### config.mk
export PLATFORM = sky130hd
export DESIGN_NAME = seq_multiplier
export DESIGN_NICKNAME = d
export VERILOG_FILES = /design/src/rtl/mult_pkg.sv /design/src/rtl/mult_abs.sv /design/src/rtl/seq_multiplier.sv
export SDC_FILE = /design/constraint.sdc
export NUM_CORES = 1
export LEC_CHECK = 0
export CAP_MARGIN = 20
export CELL_PAD_IN_SITES_DETAIL_PLACEMENT = 1
export CELL_PAD_IN_SITES_GLOBAL_PLACEMENT = 1
export CORE_ASPECT_RATIO = 1.75
export CORE_MARGIN = 5
export CORE_UTILIZATION = 28
export DETAILED_ROUTE_END_ITERATION = 10
export GPL_ROUTABILITY_DRIVEN = 1
export PLACE_DENSITY = 0.65
export REMOVE_ABC_BUFFERS = 1
export SLEW_MARGIN = 20
export SYNTH_ARGS = -nofsm -noshare
export SYNTH_HDL_FRONTEND = slang
export SYNTH_SLANG_ARGS = --single-unit
### constraint.sdc
create_clock -name clk -period 3.1 [get_ports clk]
set_clock_uncertainty 0.2 [all_clocks]
set_input_delay 0.31 -clock clk [delete_from_list [all_inputs] [get_ports clk]]
set_output_delay 0.31 -clock clk [all_outputs]
set_load 0.03 [all_outputs]
### src/rtl/mult_pkg.sv
// Shared encodings and helpers for the iterative shift-add multiplier.
package mult_pkg;

    localparam int unsigned STATE_W = 2;

    localparam logic [STATE_W-1:0] ST_IDLE = 2'd0;
    localparam logic [STATE_W-1:0] ST_RUN  = 2'd1;
    localparam logic [STATE_W-1:0] ST_FIX  = 2'd2;
    localparam logic [STATE_W-1:0] ST_DONE = 2'd3;

    typedef enum logic [STATE_W-1:0] {
        S_IDLE = ST_IDLE,
        S_RUN  = ST_RUN,
        S_FIX  = ST_FIX,
        S_DONE = ST_DONE
    } state_e;

    // Ceiling log2; used to size the iteration counter as clog2(WIDTH+1).
    function automatic int unsigned clog2(input int unsigned v);
        int unsigned r;
        r = 0;
        for (int unsigned i = 0; i < 32; i++) begin
            if ((64'(1) << i) < 64'(v)) begin
                r = i + 1;
            end
        end
        return r;
    endfunction

endpackage

### src/rtl/mult_abs.sv
// Conditional two's-complement negate: mag_c = neg ? -x : x (modulo 2^W).
module mult_abs #(
    parameter int unsigned W = 8
) (
    input  logic         neg,
    input  logic [W-1:0] x,
    output logic [W-1:0] mag_c
);

    // Negation wraps, so |-2^(W-1)| comes out as 2^(W-1) read unsigned.
    always_comb begin
        mag_c = x;
        if (neg) begin
            mag_c = (~x) + W'(1);
        end
    end

endmodule

### src/rtl/seq_multiplier.sv
// Iterative shift-add multiplier, signed or unsigned per operation, with
// start/done handshake and WIDTH-bit-fit overflow flag.
module seq_multiplier
    import mult_pkg::*;
#(
    parameter int unsigned WIDTH = 8
) (
    input  logic               clk,
    input  logic               rst_n,
    input  logic               start,
    input  logic               is_signed,
    input  logic [WIDTH-1:0]   a,
    input  logic [WIDTH-1:0]   b,
    output logic               busy,
    output logic               done,
    output logic [2*WIDTH-1:0] product,
    output logic               ovf
);

    localparam int unsigned PW    = 2 * WIDTH;
    localparam int unsigned CNT_W = clog2(WIDTH + 1);

    state_e             state_q;
    state_e             state_d;
    logic               busy_d;
    logic               done_d;
    logic               load_c;
    logic               step_c;
    logic               fix_c;

    logic [CNT_W-1:0]   cnt_q;
    logic [PW-1:0]      acc_q;
    logic [WIDTH-1:0]   mcand_q;
    logic [WIDTH-1:0]   mplier_q;
    logic               neg_q;
    logic               mode_q;

    logic               a_neg_c;
    logic               b_neg_c;
    logic [WIDTH-1:0]   a_mag_c;
    logic [WIDTH-1:0]   b_mag_c;
    logic [PW-1:0]      res_c;
    logic [WIDTH:0]     sum_c;
    logic [PW-1:0]      acc_step_c;
    logic               ovf_c;

    assign a_neg_c = is_signed & a[WIDTH-1];
    assign b_neg_c = is_signed & b[WIDTH-1];

    mult_abs #(.W(WIDTH)) u_abs_a (
        .neg   (a_neg_c),
        .x     (a),
        .mag_c (a_mag_c)
    );

    mult_abs #(.W(WIDTH)) u_abs_b (
        .neg   (b_neg_c),
        .x     (b),
        .mag_c (b_mag_c)
    );

    mult_abs #(.W(PW)) u_abs_res (
        .neg   (neg_q),
        .x     (acc_q),
        .mag_c (res_c)
    );

    // One shift-add step: add multiplicand into the upper half, then shift right.
    always_comb begin
        sum_c = {1'b0, acc_q[PW-1:WIDTH]};
        if (mplier_q[0]) begin
            sum_c = {1'b0, acc_q[PW-1:WIDTH]} + {1'b0, mcand_q};
        end
        acc_step_c = {sum_c, acc_q[WIDTH-1:1]};
    end

    // Fit check on the final value: unsigned needs a zero upper half, signed
    // needs the upper half plus the WIDTH-bit sign bit to be uniform.
    always_comb begin
        ovf_c = |res_c[PW-1:WIDTH];
        if (mode_q) begin
            ovf_c = ~((&res_c[PW-1:WIDTH-1]) | ~(|res_c[PW-1:WIDTH-1]));
        end
    end

    // Next-state and control decode.
    always_comb begin
        state_d = state_q;
        load_c  = 1'b0;
        step_c  = 1'b0;
        fix_c   = 1'b0;
        case (state_q)
            S_IDLE: begin
                if (start) begin
                    state_d = S_RUN;
                    load_c  = 1'b1;
                end
            end
            S_RUN: begin
                step_c = 1'b1;
                if (cnt_q == CNT_W'(1)) begin
                    state_d = S_FIX;
                end
            end
            S_FIX: begin
                fix_c   = 1'b1;
                state_d = S_DONE;
            end
            S_DONE: begin
                state_d = S_IDLE;
            end
            default: begin
                state_d = S_IDLE;
            end
        endcase
        busy_d = (state_d != S_IDLE);
        done_d = (state_d == S_DONE);
    end

    // State register and registered handshake outputs.
    always_ff @(posedge clk or negedge rst_n) begin
        if (!rst_n) begin
            state_q <= S_IDLE;
            busy    <= 1'b0;
            done    <= 1'b0;
        end else begin
            state_q <= state_d;
            busy    <= busy_d;
            done    <= done_d;
        end
    end

    // Operand capture, iteration datapath and result registers.
    always_ff @(posedge clk or negedge rst_n) begin
        if (!rst_n) begin
            cnt_q    <= '0;
            acc_q    <= '0;
            mcand_q  <= '0;
            mplier_q <= '0;
            neg_q    <= 1'b0;
            mode_q   <= 1'b0;
            product  <= '0;
            ovf      <= 1'b0;
        end else begin
            if (load_c) begin
                mcand_q  <= a_mag_c;
                mplier_q <= b_mag_c;
                neg_q    <= a_neg_c ^ b_neg_c;
                mode_q   <= is_signed;
                acc_q    <= '0;
                cnt_q    <= CNT_W'(WIDTH);
            end
            if (step_c) begin
                acc_q    <= acc_step_c;
                mplier_q <= mplier_q >> 1;
                cnt_q    <= cnt_q - CNT_W'(1);
            end
            if (fix_c) begin
                product <= res_c;
                ovf     <= ovf_c;
            end
        end
    end

endmodule

### After elaboration in Yosys (flattened, before gate mapping)

Index checks and enable logic that the tools add are counted.

| word-level totals | value |
|---|---|
| flip-flop bits (word level) | 59 |
| input bits | 20 |
| output and inout port bits | 19 |
| logic and storage cells | 54 |

| cells by class | value |
|---|---|
| add/subtract/negate cells | 5 |
| equality and inequality tests | 5 |
| multiplexer cells | 18 |
| bitwise gates (word level) | 9 |
| reductions and logical operators | 6 |

Operators by type and width:

| operator | count |
|---|---|
| 16-bit two-way mux | 3 |
| 8-bit two-way mux | 4 |
| 16-bit by 1-bit adder with 16-bit output (second input constant) | 1 |
| 8-bit by 1-bit adder with 8-bit output (second input constant) | 2 |
| 16-bit NOT | 1 |
| 8-bit NOT | 2 |
| 8-bit by 8-bit adder with 9-bit output | 1 |
| 9-bit two-way mux | 1 |
| 9-bit AND reduction | 1 |
| 9-bit OR reduction | 1 |
| 4-bit two-way mux | 2 |
| 2-bit one-hot mux with 4 select lines | 1 |
| 8-bit OR reduction | 1 |
| 2-bit equality test (second input constant) | 3 |
| 1-bit two-way mux | 5 |
| 4-bit by 1-bit equality test with 1-bit output (second input constant) | 1 |
| 2-bit two-way mux | 2 |
| 2-bit nonzero test | 2 |
| 4-bit by 1-bit subtractor with 4-bit output (second input constant) | 1 |
| 1-bit AND | 2 |
| 2-bit by 1-bit equality test with 1-bit output (second input constant) | 1 |
| 2-bit logical NOT | 1 |
| 1-bit NOT | 2 |
| 1-bit OR | 1 |
| 1-bit bitwise XOR | 1 |

### Depth between registers and ports, before layout

Gate-level depths: netlist of the first run.

| logic depth | value |
|---|---|
| depth in word-level cells | 8 |
| mapped depth | 10 |

### Hierarchy

Synthesis of the first run repeated with hierarchy kept, for this count alone.

| second synthesis, totals | value |
|---|---|
| cell total of the unflattened synthesis | 359 |
| area total of the unflattened synthesis | 3489.6 um2 |

Modules (own cells, without submodules):

| module | times used | cells each | area each (um2) | seq. area each (um2) |
|---|---|---|---|---|
| seq_multiplier | 1 | 270 | 2813.9 | 1476.4 |
| mult_abs at u_abs_a ... | 2 | 21 | 171.4 | 0.0 |
| mult_abs at u_abs_res | 1 | 47 | 332.8 | 0.0 |

### Worst setup path after synthesis of the first run

Ideal clock, no wire load.

| timing path | value |
|---|---|
| kind | flip-flop to flip-flop |
| start point | register acc_q[1] |
| end point | register ovf |
| arrival | 2143 ps |
| setup slack | 613 ps |
| stages on the path, launching flop included | 10 |
| path buffers | 0 |
| clock period less this slack | 2487 ps |
| cells stage by stage | dfrtp_1 -> inv_1 -> ha_1 -> nor3b_2 -> nand3_2 -> or4_4 -> or3_1 -> a21oi_1 -> o311a_1 -> a41oi_1 |

| on the way | value |
|---|---|
| cells in the longest elaborated chain, start to end | 8 |

RTL lines:

| item | line | RTL |
|---|---|---|
| start, declared | seq_multiplier.sv:32 | `logic [PW-1:0] acc_q;` |
| start signal, assigned | seq_multiplier.sv:154 | `acc_q <= acc_step_c;` |
| 16-bit NOT (*) | mult_abs.sv:14 | `mag_c = (~x) + W'(1);` |
| 16-bit by 1-bit adder with 16-bit output (*) | mult_abs.sv:14 |  |
| 16-bit two-way mux (*) | mult_abs.sv:13 | `if (neg) begin` |
| 9-bit OR reduction | seq_multiplier.sv:82 | `ovf_c = ~((&res_c[PW-1:WIDTH-1]) \| ~(\|res_c[PW-1:WIDTH-1]));` |
| 1-bit NOT | seq_multiplier.sv:82 |  |
| 1-bit OR | seq_multiplier.sv:82 |  |
| 1-bit NOT | seq_multiplier.sv:82 |  |
| 1-bit two-way mux (*) | seq_multiplier.sv:81 | `if (mode_q) begin` |
| end signal, assigned | seq_multiplier.sv:160 | `ovf <= ovf_c;` |
| end, declared | seq_multiplier.sv:17 | `output logic ovf` |

Every way passes the cells marked *; elsewhere a longest branch is shown, timed or not.
A chain may end at the register's enable or synchronous reset.

### Final worst setup path of the first run

Ends and elaborated chain as after synthesis.

==> metrics, run 1 <==
largest net degree at the start of global routing=37; Worst setup SP type=flop; Max clock buf depth=2; CTS H-tree lvls=3; Post-Route Hold Slack=0.2200 ns; TritonCTS buffer count=9; Port Buffer Count=38; HPWL after DPL=6424 microns; FP Rows=53; Worst Hold Class=input port to async pin; clk_lat worst skew=0.33 ns; crit-path cells=inv_1 > ha_1 > nor3b_2 > nand3_2 > or4_4 > or3_1 > a21oi_1 > o311a_1 > a41oi_1; CTS sink count=59; critical path arrival=2.74 ns; Critical R2R Capture=ovf$_DFFE_PN0P_; Mean Syn Cell Area=8.762 sq um; post-synth cell types=49; P per Cell Area=1102 nW/um^2; Synth Cell Area=3452 sq um; post-route ant nets=0; Final Hold Viols=0; Tightest Pin Transition=0.9821 ns; number of flops mapped to enable cells by yosys=0; largest cells by area after synthesis=dfrtp_1 (43%), nand2_1 (6.6%), xnor2_1 (5.3%), ha_1 (4.7%), o21ai_0 (3.8%); Mapped Cells=394; ant diodes=0; Post-synth ARST share=100.0%; initial antenna violation count=0; synthesis-to-layout area growth=26.21%; Via density=4.841; CP Class=flop to flop; status=finished, final reports clean; slowest stage delay, CP=0.47 ns; setup slack, reg-to-reg=0.34 ns; CP Data Required Time=3.08 ns; crit end category=flop; Max Cap Violations=0; Top Ports=39; TritonRoute pass-1 iters=4; via count=2895; Main synth FF type=dfrtp_1; DRC Markers=0; post-cts gate resize count=0; Slowest cell on crit path=or4_4; Iter 0 DRT Violations=79; vias in the first global route=3132; wire per inst=14.20 microns; Tcrit/Tclk final=89.00%; die span in x=93.94 microns; Worst Setup EP=ovf$_DFFE_PN0P_; RSZ-0062 raised after global routing=false; fin util=36.10%; die area=14740 sq um; most frequent cells in the layout=nand2_1 (61), dfrtp_1 (59), clkdlybuf4s50_1 (37); total wire length=8490 microns; largest area contributor in the netlist=dfrtp_1; register bit total from synthesis=59; total negative slack=0 ns; final setup violation count=0; fillcell total=1437; FF-to-FF path depth=9; synth warn=0; CTS tree=done; first-pass GRT wire length=15010 microns; Clk pin slew, worst setup/hold paths=0.05 ns; postcts setup bufs=0; Max IR drop VDD=310.5 uV; Seq/Total Area, Yosys=42.77%; clk root buf=clkbuf_16; routability cong.=0.8843; Rel. slew slack=34.53%; Die Y=156.9 microns; leakage power=1.865 nW; Max Slew Vio Count=0; Period minus WS final=2.759 ns; r2r startpoint=acc_q[1]$_DFFE_PN0P_; Critical Path Fanout Max=5; total grt overflow=0; layout cell share with drive strength beyond 1=6.928%; core area=12070 sq um; Total Routing Usage GR=12.87%; fmax=362.5 MHz; Layout Nets=462; starting density of the core=28.60%; top cell type's share of synthesized area=42.77%; commonest non-fill, non-tap cell in the layout=nand2_1; critical path launch point=acc_q[1]$_DFFE_PN0P_
sequential cells by signal, indices dropped and copies added (netlist names):
name,cells
mcand_q,8
mode_q,1
ovf,1
busy,1
mplier_q,8
state_q,2
done,1
neg_q,1
acc_q,16
cnt_q,4
product,16
routing by layer:
metal  share of wire [%]  global-route usage, %  vias up
met5                   0                      0        -
met4                 2.5                  6.061        0
met3                 2.5                  2.068       13
met2                  55                  23.89       40
met1                  40                  13.94     1395
li1                    -                      -     1447
final cells by class:
| cell class | count | area [sq um] | share of cell area, % |
|---|---|---|---|
| Clock buffer | 11 | 242.7 | 5.572 |
| Clock inverter | 5 | 100.1 | 2.298 |
| Inverter | 16 | 60.06 | 1.379 |
| Multi-Input combinational cell | 295 | 1826 | 41.90 |
| Sequential cell | 59 | 1476 | 33.89 |
| Tap cell | 165 | 206.4 | 4.739 |
| Timing Repair Buffer | 47 | 445.4 | 10.22 |
report_power, final:
group	switching (mW)	internal, mW
registers	0.386	1.10
clock network	0.348	0.803
logic	1.23	0.929
synthesized netlist by cell type, types with 2 or more instances:
cell / count
a21boi_0: 2
a21o_1: 4
a21oi_1: 17
a22oi_1: 9
a31oi_1: 3
clkbuf_1: 23
dfrtp_1: 59
ha_1: 13
inv_1: 16
mux2i_1: 8
nand2_1: 61
nand2b_1: 2
nand3_1: 23
nand3b_1: 2
nor2_1: 22
nor2b_1: 3
nor3_1: 7
nor3b_1: 2
nor4_1: 3
o211ai_1: 2
o21ai_0: 26
o21ai_1: 21
o31ai_1: 6
or3_1: 5
xnor2_1: 21
xor2_1: 11
critical path: cells and delay by family (launching register included):
kind,cells,cell delay [ns]
AOI/OAI and AO/OA,3,0.45
adders and majority gates,1,0.18
buffers and inverters,1,0.14
DFF,1,0.43
and+or+nand+nor,4,1.21
repair_timing:
| item | CTS | global route |
|---|---|---|
| setup endpoints to repair | 0 | 0 |
| hold buffers | 1 | 0 |
| hold endpoints to repair | 14 | 0 |
cells by family (layout without fill, tap and decap cells):
family	after synthesis	after routing	synth area share, %
flops	59	59	42.77
buf+inv	40	79	4.349
compound gates	101	101	17.51
fa+ha+maj	14	14	5.292
xor+xnor	32	32	8.119
simple gates	140	140	19.65
mux	8	8	2.320
how the worst min path moves through the flow:
stage / start / end / depth (start not counted)
2_1_floorplan: rst_n / acc_q[0]$_DFFE_PN0P_ / 0
3_3_place_gp: rst_n / mplier_q[5]$_DFFE_PN0P_ / 1
3_5_place_dp: rst_n / cnt_q[0]$_DFFE_PN0P_ / 1
4_1_cts: rst_n / acc_q[1]$_DFFE_PN0P_ / 2
5_1_grt: rst_n / cnt_q[3]$_DFFE_PN0P_ / 2
6_report: rst_n / acc_q[1]$_DFFE_PN0P_ / 2
per-stage QoR:
step | cells | power (mW) | setup slack [ns] | instance area, sq um
final | 598 | 4.801 | 0.3411 | 4357
after detailed placement | 581 | 3.696 | 0.3563 | 4004
after global routing | 598 | 5.216 | 0.1288 | 4357
after global placement | 581 | 3.607 | 0.4390 | 4004
after floorplan | 370 | 2.957 | 0.6123 | 3362
after CTS | 598 | 4.877 | 0.3306 | 4357
(Power assumes the default switching activity.)
==> run 2: changes to the inputs <==
--- a/config.mk
+++ b/config.mk
@@ -6,7 +6,7 @@
 export NUM_CORES = 1
 export LEC_CHECK = 0
 export CAP_MARGIN = 20
-export CELL_PAD_IN_SITES_DETAIL_PLACEMENT = 1
+export CELL_PAD_IN_SITES_DETAIL_PLACEMENT = 0
 export CELL_PAD_IN_SITES_GLOBAL_PLACEMENT = 1
 export CORE_ASPECT_RATIO = 1.75
 export CORE_MARGIN = 5
==> run 2 against run 1 <==
Against the previous run:
- final cell count is 0.33% lower
- critical endpoint unchanged
- largest power group unchanged
- global-route usage is 1.4 points lower
- non-clock buffer count stayed put
- count of clock-buffer cells in the layout stayed put
- fmax is 1.8% higher
- sequential share of layout area is 0.47 points higher
- routed wire length is 8.0% lower
- critical path depth stayed put
- hold slack better by 0.012 ns
- register-to-register slack better by 0.05 ns
==> metrics, run 2 (synthesized netlist as in run 1, its figures left out) <==
Rel. slew slack=35.59% (+1.1 points); CP top delay family=simple AND/OR/NAND/NOR gates; starting density of the core=28.60% (unchanged); Max clock buf depth=2 (unchanged); Top Ports=39 (unchanged); leakage power=1.836 nW (-1.5%); Max Cap Violations=0 (unchanged); clk root buf=clkbuf_16; Via density=4.762 (-1.6%); Worst Hold Class=input port to async pin; Die Y=156.9 microns (unchanged); wire per inst=13.11 microns (-7.7%); fin util=35.60% (-0.50 points); Bufs and invs on worst path=1 (unchanged); Layout Nets=462 (unchanged); via count=2838 (-2.0%); final cell area excluding filler cells=4297 sq um (-1.4%); most frequent cells in the layout=nand2_1 (61), dfrtp_1 (59), clkdlybuf4s50_1 (37); HPWL after DPL=5911 microns (-8.0%); critical path arrival=2.69 ns (-0.05 ns); Period minus WS final=2.711 ns (-0.04764 ns); Port Buffer Count=38 (unchanged); largest net degree at the start of global routing=37 (unchanged); CP Class=flop to flop; commonest non-fill, non-tap cell in the layout=nand2_1; Clk pin slew, worst setup/hold paths=0.05 ns (about the same); die span in x=93.94 microns (unchanged); crit-path cells=inv_1 > ha_1 > nor3b_2 > nand3_2 > or4_4 > or3_1 > a21oi_1 > o311a_1 > a41oi_1; die area=14740 sq um (unchanged); Iter 0 DRT Violations=114 (+44%); FP Rows=53 (unchanged); Worst setup SP type=flop; CP Data Required Time=3.08 ns (about the same); TritonCTS buffer count=9 (unchanged); routability cong.=0.8843 (unchanged); total wire length=7813 microns (-8.0%); crit end category=flop; Final Hold Viols=0 (unchanged); final setup violation count=0 (unchanged); Critical Path Fanout Max=5 (unchanged); DRC Markers=0 (unchanged); Max IR drop VDD=295.0 uV (-5.0%); postcts setup bufs=0 (unchanged); total negative slack=0 ns (unchanged); Tightest Pin Transition=0.9662 ns (-0.01593 ns); status=finished, final reports clean; CTS sink count=59 (unchanged); final worst slack=0.3887 ns (+0.04764 ns); vias in the first global route=2926 (-6.6%); area after detailed placement=4004 sq um (unchanged); Slowest cell on crit path=or4_4; ant diodes=0 (unchanged); initial antenna violation count=0 (unchanged); first-pass GRT wire length=13530 microns (-9.8%); slowest stage delay, CP=0.47 ns (about the same); core area=12070 sq um (unchanged); post-cts gate resize count=0 (unchanged); P per Cell Area=1059 nW/um^2 (-3.9%); post-route ant nets=0 (unchanged); synthesis-to-layout area growth=24.47%; Tcrit/Tclk final=87.46% (-1.5 points); Total Routing Usage GR=11.49% (-1.4 points); clk_lat worst skew=0.33 ns (about the same); Top Registers=acc_q (16), product (16); CTS tree=done; Hold Buf Count CTS=1 (unchanged); Post-Place Worst Slack=0.3725 ns (+0.01619 ns); RSZ-0062 raised after global routing=false; TritonRoute pass-1 iters=4 (unchanged); Max Slew Vio Count=0 (unchanged); layout cell share with drive strength beyond 1=6.497% (-0.43 points); total grt overflow=0 (unchanged); fmax=368.8 MHz (+1.8%); CTS H-tree lvls=3 (unchanged)
==> run 2: changes by cell type in the layout (fill, tap and decap cells not counted) <==
| cell | previous run | this run |
|---|---|---|
| bufinv_16 | 3 | 1 |
==> run 2: power breakdown <==
group	internal (mW)	total, mW	switching, mW
sequential	1.10	1.48	0.379
combinational	0.925	2.12	1.19
clock	0.630	0.954	0.323
total	2.66	4.55	1.89
==> run 2: worst register-to-register path: cells and delay by family, from the launching register on <==
kind / cells / cell delay, ns
buffers and inverters: 1 / 0.12
AO/OA/AOI/OAI: 3 / 0.45
adder cells (fa/ha/maj): 1 / 0.17
flip-flops: 1 / 0.42
AND/OR/NAND/NOR: 4 / 1.20
==> run 2: through the flow <==
step	instances	hold WS (ns)	power (mW)
floorplan	370	-0.1856	2.957
global placement	581	0.03696	3.607
CTS	596	0.2380	4.615
finish	596	0.2317	4.549
global route	596	0.2709	4.955
detailed placement	581	0.04227	3.644
==> run 2: layout make-up <==
cell class,count,area [sq um]
fillers,1276,7772
multi-input cells,295,1826
flip-flops and latches,59,1476
repair buffers,47,445.4
clock buffers,11,242.7
well taps,165,206.4
inverters,16,60.06
clock inverters,3,40.04
==> run 2: worst paths after layout <==
| path | startpoint | slack [ns] | cells after the start | end |
|---|---|---|---|---|
| worst max-delay path | acc_q[1]$_DFFE_PN0P_ | 0.39 | 9 | ovf$_DFFE_PN0P_ |
| worst min-delay path | rst_n | 0.23 | 2 | acc_q[3]$_DFFE_PN0P_ |
| worst max register to register | acc_q[1]$_DFFE_PN0P_ | 0.39 | 9 | ovf$_DFFE_PN0P_ |
| worst min register to register | product[9]$_DFFE_PN0P_ | 0.27 | 2 | product[9]$_DFFE_PN0P_ |
| max in group asynchronous | rst_n | 1.82 | 3 | acc_q[15]$_DFFE_PN0P_ |
| min in group clk | product[9]$_DFFE_PN0P_ | 0.27 | 2 | product[9]$_DFFE_PN0P_ |
==> run 2: per-layer routing <==
layer	global-route usage, %	wire length, microns
met3	1.732	213
met1	12.61	3206
met2	20.33	4119
met5	0	0
met4	7.231	273
